<file path="config.mk">
export PLATFORM = sky130hd
export DESIGN_NAME = alu_sweep_misr
export DESIGN_NICKNAME = d
export VERILOG_FILES = /design/src/rtl/alu_sweep_misr.sv
export SDC_FILE = /design/constraint.sdc
export NUM_CORES = 1
export LEC_CHECK = 0
export CAP_MARGIN = 30
export CORE_ASPECT_RATIO = 1.75
export CORE_MARGIN = 4
export CORE_UTILIZATION = 45
export DETAILED_ROUTE_END_ITERATION = 8
export DONT_BUFFER_PORTS = 1
export PLACE_DENSITY_LB_ADDON = 0.08
export SLEW_MARGIN = 10
export SYNTH_ARGS = -nofsm -noshare
export SYNTH_HDL_FRONTEND = slang
export SYNTH_SLANG_ARGS = --single-unit
</file>
<file path="constraint.sdc">
create_clock -name clk -period 3.6 [get_ports clk]
set_clock_uncertainty 0.2 [all_clocks]
set_input_delay 0.9 -clock clk [delete_from_list [all_inputs] [get_ports clk]]
set_output_delay 0.9 -clock clk [all_outputs]
set_load 0.02 [all_outputs]
</file>
<file path="src/rtl/alu_sweep_misr.sv">
// Exhaustive 4-bit ALU sweep: drives all 4096 {sel,b,a} vectors in order and
// compresses the LAT-delayed responses into a 16-bit CRC-CCITT style MISR.
module alu_sweep_misr #(
   parameter int          LAT  = 1,
   parameter logic [15:0] SEED = 16'hFFFF
) (
   input  logic        clk,
   input  logic        rst_n,
   input  logic        ena,
   input  logic        start,
   output logic [3:0]  alu_a,
   output logic [3:0]  alu_b,
   output logic [3:0]  alu_sel,
   input  logic [7:0]  alu_resp,
   output logic        busy,
   output logic        done,
   output logic [15:0] signature,
   output logic [12:0] resp_count,
   output logic [1:0]  dbg_state
);

   typedef enum logic [1:0] {
      S_IDLE  = 2'd0,
      S_RUN   = 2'd1,
      S_DRAIN = 2'd2,
      S_DONE  = 2'd3
   } state_t;

   state_t      r_state;
   state_t      w_state_nxt;
   logic [11:0] r_idx;
   logic [15:0] r_sig;
   logic [12:0] r_cnt;
   logic        w_launch;
   logic        w_issue;
   logic        w_last;
   logic        w_sample;
   logic [15:0] w_sig_nxt;

   // start is a one-shot request honoured only while not busy; ena gates every update.
   assign w_launch  = ((r_state == S_IDLE) || (r_state == S_DONE)) && start;
   assign w_issue   = (r_state == S_RUN);
   assign w_last    = w_issue && (r_idx == 12'hFFF);
   assign w_sig_nxt = {r_sig[14:0], 1'b0} ^ (r_sig[15] ? 16'h1021 : 16'h0000)
                      ^ {8'h00, alu_resp};

   always_comb begin
      w_state_nxt = r_state;
      case (r_state)
         S_IDLE:  if (start) w_state_nxt = S_RUN;
         S_RUN:   if (w_last) w_state_nxt = S_DRAIN;
         S_DRAIN: if (r_cnt == 13'd4096) w_state_nxt = S_DONE;
         S_DONE:  if (start) w_state_nxt = S_RUN;
         default: w_state_nxt = S_IDLE;
      endcase
   end

   always_ff @(posedge clk) begin
      if (!rst_n) begin
         r_state <= S_IDLE;
      end else if (ena) begin
         r_state <= w_state_nxt;
      end
   end

   always_ff @(posedge clk) begin
      if (!rst_n) begin
         r_idx <= 12'h000;
      end else if (ena) begin
         if (w_launch) begin
            r_idx <= 12'h000;
         end else if (w_issue && !w_last) begin
            r_idx <= r_idx + 12'h001;
         end
      end
   end

   // The issue cycle itself is the first pipeline stage, so only LAT-1 flops are needed.
   generate
      if (LAT == 1) begin : g_lat1
         assign w_sample = w_issue;
      end else begin : g_latn
         logic [LAT-2:0] r_vld;
         logic [LAT-2:0] w_vld_in;
         assign w_vld_in = (LAT-1)'(w_issue);
         always_ff @(posedge clk) begin
            if (!rst_n) begin
               r_vld <= '0;
            end else if (ena) begin
               if (w_launch) begin
                  r_vld <= '0;
               end else begin
                  r_vld <= (r_vld << 1) | w_vld_in;
               end
            end
         end
         assign w_sample = r_vld[LAT-2];
      end
   endgenerate

   always_ff @(posedge clk) begin
      if (!rst_n) begin
         r_sig <= SEED;
         r_cnt <= 13'd0;
      end else if (ena) begin
         if (w_launch) begin
            r_sig <= SEED;
            r_cnt <= 13'd0;
         end else if (w_sample) begin
            r_sig <= w_sig_nxt;
            r_cnt <= r_cnt + 13'd1;
         end
      end
   end

   always_comb begin
      alu_a   = 4'h0;
      alu_b   = 4'h0;
      alu_sel = 4'h0;
      if (w_issue) begin
         alu_a   = r_idx[3:0];
         alu_b   = r_idx[7:4];
         alu_sel = r_idx[11:8];
      end
   end

   assign busy       = (r_state == S_RUN) || (r_state == S_DRAIN);
   assign done       = (r_state == S_DONE);
   assign signature  = r_sig;
   assign resp_count = r_cnt;
   assign dbg_state  = r_state;

endmodule

</file>
==> results.ini, run 1 <==
[run_status]
status=complete, no violations

[floorplan]
die_area_mm2=0.006496
start_util_pct=46.88
io_pins=57
die_x_um=62.67
std_cell_rows=34
core_area_mm2=0.005020
die_h_um=103.7

[power_and_ir_drop]
vdd_drop_max_mv=0.2202
power_switching_share_pct=33.12
power.density_mw_per_mm2=474.1
p_leak_nw=0.8454
p_int_mw=0.7847
p_clk_share_pct=33.3
p_seq_share_pct=47.4
p_sw_mw=0.3886
pwr-share-comb_pct=19.3

[worst_setup_path]
crit_path_max_fanout=19
end_kind=output port
crit_chain=ha_1 > buf_4 > and2_1
worstPathRequired_ps=2500
reg2reg_depth=6
crit_slowest_cell=dfxtp_1
crit_arrival_ps=1720
critPathMaxStageDelay_ps=550
reg2reg_to=r_idx[10]
rrSetupSlack_ps=1030
crit_family=flip-flops
crit_path_start_kind=register
timing.critical_path.buf_inv=1
rr_startpoint=dbg_state[0]
critPathKind=register to output port

[detailed_routing]
drt-wirelength-per-cell_um=17.97
via_per_inst=6.227
dr.pass1.iters=4
postRouteAntennaNets=0
drt_iter0_drc=96
drc=0
via_count=2061
wl_um=5947

[job]
cap_violations=0

[clock_network]
postCtsHoldBufs=0
cts_setup_buffers=0
clock_sinks=43
cts_buffers=5
cts_resized=0
clk_path_buf_depth=2
cts_tree=done
clk_latency_ps=300
clkTransAtPathRegs_ps=90
clockRootBuffer=clkbuf_8
htreeDepth=2

[yosys]
ys.warnings.count=0
synth_top_area_share_pct=36.58
synth_cell_types=51
yosys-top-cells-area=dfxtp_1 (37%), nand2_1 (6.5%), xnor2_1 (4.5%)
ys_seq_area_share_pct=36.58
synth_ff_type=dfxtp_1
avgSynthCellArea_um2=8.258
ys_ff_latch=43
syn-instance-count=285
syn_nets=304
async_flop_share_pct=0
synth_edf_count=0
yosysTopAreaCell=dfxtp_1
syn_area_mm2=0.002354

[timing]
setup_viol=0
rsz0062_at_grt=false
setup_ws_ps=775.6
setup_tns_ps=0
worst_pin_slew_ps=740.7
fin_crit_ps=2824
min_period_over_period_pct=78.46
drv_slew=0
hold_viol=0
clock.fmax_mhz=354.1
relSlewSlack_pct=50.52

[layout]
n_antenna_cell=0
final_nets=295
area_growth_pct=5.157
stdcell_count=331
layout-drive-gt1-share_pct=6.137

[global_route]
antenna_found_initial=0
grt_pass1_vias=1927
grt_util_all_layers_pct=18.66
grt_pass1_wl_um=9908
overflow=0
grt_start_max_net_pins=32

[min_path]
holdPathEnd=r_idx[1]
worst_hold_path_type=register to register
min_path_cells=2
min-delay-start=r_idx[1]

[placed_design]
place_worst_setup_slack_ps=1035
place_hpwl_um=4312
dp.cells=323
io_buffers=0
routabilityCongestion=0.8678

## layout make-up
| class | count | area [um^2] |
|---|---|---|
| Multi-Input combinational cell | 213 | 1379 |
| Inverter | 12 | 45.04 |
| Clock buffer | 5 | 68.82 |
| Fill cell | 528 | 2545 |
| Tap cell | 54 | 67.56 |
| Sequential cell | 43 | 860.8 |
| Clock inverter | 3 | 46.29 |
| Timing Repair Buffer | 1 | 7.507 |
## logic make-up (layout without fill, tap and decap cells)
group,Yosys count,in the layout,share of synthesized area (%)
mux,1,1,0.4253
simple gates,132,132,31.05
compound gates,58,58,17.81
flops,43,43,36.58
buf+inv,29,21,4.837
fa+ha+maj,7,7,3.721
xor+xnor,15,15,5.582
## cell usage in the layout (no fill, tap or decap), types with 5 or more instances in the layout
master / Yosys / layout
o21ai_0: 10 / 10
nand2b_1: 5 / 5
and2_1: 15 / 15
or4_1: 7 / 7
clkbuf_8: 0 / 5
a21oi_1: 10 / 10
dfxtp_1: 43 / 43
nor3_1: 5 / 5
inv_1: 11 / 11
nand4_1: 13 / 13
nand2_1: 41 / 41
nor2_1: 6 / 6
nand3_1: 18 / 18
ha_1: 7 / 7
xnor2_1: 12 / 12
a31oi_1: 5 / 5
## metal layers
| metal | share of wire, % | routed length [um] | up-vias | global-route usage (%) |
|---|---|---|---|---|
| met4 | 1.8 | 108 | 0 | 6.477 |
| met5 | 0 | 0 | - | 0 |
| met3 | 4.6 | 274 | 8 | 4.659 |
| li1 | - | - | 1017 | - |
| met1 | 40 | 2390 | 977 | 21.08 |
| met2 | 53 | 3173 | 59 | 33.38 |
## how the worst max path moves through the flow
stage	from	endpoint	depth (start not counted)	slack, ps
finish	dbg_state[0]	alu_b[2]	3	780
global route	dbg_state[0]	alu_b[1]	3	650
CTS	dbg_state[0]	alu_b[2]	3	740
detailed placement	dbg_state[0]	r_idx[10]	6	1030
global placement	dbg_state[0]	r_idx[10]	6	1100
floorplan	dbg_state[0]	alu_a[0]	4	920
## cells in the mapped netlist, drive strengths merged, types with 2 or more instances
library cell / count
o21a: 3
o211ai: 4
nand2: 41
a21oi: 11
nand2b: 5
or3: 3
o22ai: 4
or4: 7
nor3: 5
a31oi: 5
nand3b: 2
xnor2: 12
a41oi: 2
dfxtp: 43
nand3: 18
and2: 15
ha: 7
and4: 2
o41ai: 3
nand4: 14
o21ai: 10
nor2: 6
inv: 11
nor4b: 4
a211oi: 3
nor2b: 2
xor2: 3
nor4: 3
clkbuf: 16
nand4b: 2
o31ai: 4
## through the flow
stage               area [um^2]  hold slack [ps]  utilization [%]  power, mW
global route               2475            374.2            49.30      1.234
CTS                        2475            333.2            49.30      1.187
global placement           2360            314.1            47.01     0.7924
floorplan                  2354            283.9                -     0.7468
finish                     2475            323.9            49.30      1.173
detailed placement         2360            319.0            47.01     0.7965
## state kept, by name, indices dropped and copies added (netlist names)
register / flops
r_idx: 12
resp_count: 13
signature: 16
dbg_state: 2
## power groups by stage
stage               sequential (mW)  clock, mW  combinational [mW]
floorplan                     0.558          0               0.189
global placement              0.568          0               0.225
detailed placement            0.568          0               0.228
CTS                           0.557      0.400               0.230
global route                  0.560      0.418               0.255
finish                        0.556      0.391               0.226
## worst register-to-register path: stages, from the launching register on
cell and delay, ps:
dfxtp_1 550, ha_1 300, buf_4 270, and2_1 300, o2111ai_1 200, or4_1 500
a31oi_1 180
No activity file was read; power rests on OpenSTA's default activity.
==> run 2, diff against run 1 <==
Clock period 3.6 ns to 2.3 ns, I/O delays scaled along.
==> results.ini, run 2 (synthesis results as in run 1) <==
[run_status]
status=complete, no violations

[power_and_ir_drop]
p_leak_nw=0.9755
vdd_drop_max_mv=0.3000
power.density_mw_per_mm2=710.6
power_mw=1.898

[worst_setup_path]
crit_path_max_fanout=10
end_kind=output port
crit_slowest_cell=dfxtp_2
critPathKind=register to output port
crit_chain=buf_4 > ha_4 > buf_4 > and2_1
critPathMaxStageDelay_ps=330
crit_path_start_kind=register
cpMostUsedCell=buf_4
worstPathRequired_ps=1520
crit_arrival_ps=1440

[layout]
seq_area_um2=862.1
stdcell_count=355
finalInstanceArea_mm2=0.002671
n_antenna_cell=0
layout-drive-gt1-share_pct=14.62
area_growth_pct=13.50
final_nets=319
multi_input_area_mm2=0.001393
n_fill_cell=503
final_common_cell=dfxtp_1
final_cell_mix=dfxtp_1 (42), nand2_1 (41), buf_4 (25)
largest_reg_flops=16

[min_path]
worst_hold_path_type=primary input to register

[clock_network]
cts_tree=done
htreeDepth=2
clk_path_buf_depth=2
clock_sinks=43
clk_latency_ps=300
cts_buffers=5
clockRootBuffer=clkbuf_8
postCtsHoldBufs=0
clkTransAtPathRegs_ps=90

[detailed_routing]
wl_um=6116
drt-wirelength-per-cell_um=17.23
drt_iter0_drc=81
via_per_inst=6.087
drc=0
postRouteAntennaNets=0
dr.pass1.iters=4
via_count=2161

[timing]
relSlewSlack_pct=65.45
fin_crit_ps=2210
rsz0062_at_grt=false
drv_slew=0
setup_ws_ps=89.78
worst_pin_slew_ps=518.2
min_period_over_period_pct=96.10
setup_tns_ps=0
hold_viol=0
setup_viol=0
clock.fmax_mhz=452.4

[global_route]
grt_util_all_layers_pct=19.26
grt_pass1_wl_um=10280
grt_pass1_vias=2026
overflow=0
grt_start_max_net_pins=32
antenna_found_initial=0

[floorplan]
start_util_pct=46.88
die_x_um=62.67
std_cell_rows=34
io_pins=57
die_h_um=103.7
die_area_mm2=0.006496
core_area_mm2=0.005020

[placed_design]
place_worst_setup_slack_ps=176.8
io_buffers=0
placed_area_mm2=0.002544
dp.cells=347
routabilityCongestion=0.8114
place_hpwl_um=4547

[job]
cap_violations=0

## run 2: timing repair
action                     4_1_cts  5_1_grt
buffers inserted                 0        0
setup endpoints to repair        6        0
resized for setup                2        0
hold endpoints to repair         0        0
## run 2: cell type report
| class | count | share of cell area, % |
|---|---|---|
| multi-input combinational | 213 | 52.13 |
| inverter | 12 | 1.686 |
| sequential | 43 | 32.27 |
| tap | 54 | 2.529 |
| timing repair buffer | 25 | 7.026 |
| clock buffer | 5 | 2.576 |
| clock inverter | 3 | 1.780 |
## run 2: layer usage
layer / part of all wire (%) / routed length, um / global-route usage [%] / vias up
met5: 0 / 0 / 0 / -
met1: 39 / 2403 / 21.88 / 1015
met3: 5.0 / 304 / 4.442 / 13
li1: - / - / - / 1068
met2: 54 / 3298 / 34.91 / 65
met4: 1.8 / 109 / 6.003 / 0
## run 2: path summary, 6_finish.rpt
check | from | slack [ps] | depth (start not counted) | endpoint
worst max-delay path | dbg_state[0] | 90 | 4 | alu_b[0]
worst min-delay path | rst_n | 140 | 1 | signature[12]
worst max register to register | dbg_state[0] | 170 | 6 | resp_count[11]
worst min register to register | dbg_state[1] | 360 | 2 | dbg_state[1]
## run 2: through the flow
stage               hold WS (ps)  utilization, %
global placement           331.1           50.67
CTS                        127.2           53.22
global route               125.1           53.22
floorplan                  283.9               -
finish                     138.0           53.22
detailed placement         342.3           50.67
## run 2: worst max-delay path: cells and delay by family, from the launching register on
family        cells  cell delay (ps)
simple gates      1              260
fa+ha+maj         1              210
flops             1              330
buf+inv           2              340
## run 2: where the power goes
part           switching, mW  internal, mW  leakage (nW)
registers             0.0689         0.781         0.348
clock network          0.280         0.329        0.0587
logic                  0.265         0.173         0.568
total                  0.614          1.28         0.975
==> run 3, diff against run 2 <==
Settings changed: PLACE_DENSITY_LB_ADDON 0.08 to not set.
==> results.ini, run 3 (synthesis results as in run 1) <==
[run_status]
status=complete, no violations

[floorplan]
die_h_um=103.7
die_area_mm2=0.006496
core_area_mm2=0.005020
std_cell_rows=34
io_pins=57
die_x_um=62.67
start_util_pct=46.88

[global_route]
grt_pass1_wl_um=10660
grt_pass1_vias=2142
grt_start_max_net_pins=32
antenna_found_initial=0
overflow=0
grt_util_all_layers_pct=20.11

[placed_design]
routabilityCongestion=0.7856
place_hpwl_um=4560
dp.cells=347
io_buffers=0

[detailed_routing]
dr.pass1.iters=4
drt_iter0_drc=139
drt-wirelength-per-cell_um=17.37
via_count=2141
drc=0
postRouteAntennaNets=0
via_per_inst=6.031
wl_um=6168

[layout]
final_nets=319
final_core_util_pct=53.41
stdcell_count=355
area_growth_pct=13.93
final_common_cell=dfxtp_1
n_antenna_cell=0
final_cell_mix=dfxtp_1 (42), nand2_1 (41), buf_4 (24)
n_fill_cell=516
largest_reg_flops=16
layout-drive-gt1-share_pct=16.28

[power_and_ir_drop]
power.density_mw_per_mm2=710.5
p_leak_nw=0.9810
vdd_drop_max_mv=0.4026

[timing]
setup_tns_ps=0
fin_crit_ps=2200
clock.fmax_mhz=454.6
worst_pin_slew_ps=537.1
setup_viol=0
hold_slack_ps=143.6
relSlewSlack_pct=64.19
hold_viol=0
rsz0062_at_grt=false
drv_slew=0
min_period_over_period_pct=95.63

[worst_setup_path]
crit_arrival_ps=1420
critPathKind=register to output port
crit_path_max_fanout=16
critPathMaxStageDelay_ps=330
worstPathRequired_ps=1520
reg2reg_to=resp_count[9]
reg2reg_depth=6
end_kind=output port
rrSetupSlack_ps=140
crit_chain=buf_4 > ha_4 > buf_6 > and2_2
crit_slowest_cell=dfxtp_2
rr_startpoint=dbg_state[0]
crit_path_start_kind=register

[min_path]
holdPathEnd=signature[12]
min_path_cells=1
worst_hold_path_type=primary input to register
min-delay-start=rst_n

[clock_network]
cts_buffers=5
clockRootBuffer=clkbuf_8
clock_sinks=43
clk_latency_ps=310
cts_tree=done
htreeDepth=2
clkTransAtPathRegs_ps=90
clk_path_buf_depth=2
cts_setup_buffers=0

[job]
cap_violations=0

-- run 3: worst max path at each step --
stage	from	slack [ps]	end	depth (start not counted)
2_1_floorplan	dbg_state[1]	60	alu_a[0]	5
3_3_place_gp	dbg_state[0]	200	resp_count[11]	6
3_5_place_dp	dbg_state[0]	130	resp_count[9]	6
4_1_cts	dbg_state[0]	30	alu_b[1]	4
5_1_grt	dbg_state[0]	20	resp_count[6]	7
6_report	dbg_state[0]	100	alu_b[1]	4
-- run 3: critical path, delay by kind of cell (launching register included) --
family	cells	cell delay, ps
buf+inv	2	350
flops	1	330
simple gates	1	230
fa+ha+maj	1	210
-- run 3: metrics by stage --
step                      area (um^2)  setup WS, ps  power (mW)
after floorplan                  2357         56.32       1.171
after global placement           2544         198.4       1.289
after detailed placement         2544         134.2       1.294
after CTS                        2678         30.73       1.924
after global routing             2681         16.25       2.014
final                            2681         100.4       1.905
-- run 3: what timing repair did --
| action | in CTS | in global routing |
|---|---|---|
| resized for setup | 7 | 1 |
| endpoints found under the hold margin | 0 | 0 |
| setup endpoints to repair | 6 | 6 |
| hold buffers | 0 | 0 |
-- run 3: cell type report --
class                   count  area, um^2  area share (%)
multi-input cells         213        1399           52.17
repair buffers             25       191.4           7.140
inverters                  12       45.04           1.680
clock buffers               5       68.82           2.566
well taps                  54       67.56           2.520
clock inverters             3       47.55           1.773
flip-flops and latches     43       862.1           32.15
-- run 3: routing by layer --
layer,global-route usage (%),up-vias,part of all wire [%]
met4,7.267,0,1.6
li1,-,1069,-
met3,5.959,7,5.5
met1,21.28,1003,38
met2,36.82,62,55
met5,0,-,0
-- run 3: report_power, final --
group	switching, mW	leakage (nW)	internal [mW]
Sequential	0.0639	0.348	0.781
Combinational	0.268	0.574	0.173
Clock	0.290	0.0587	0.329
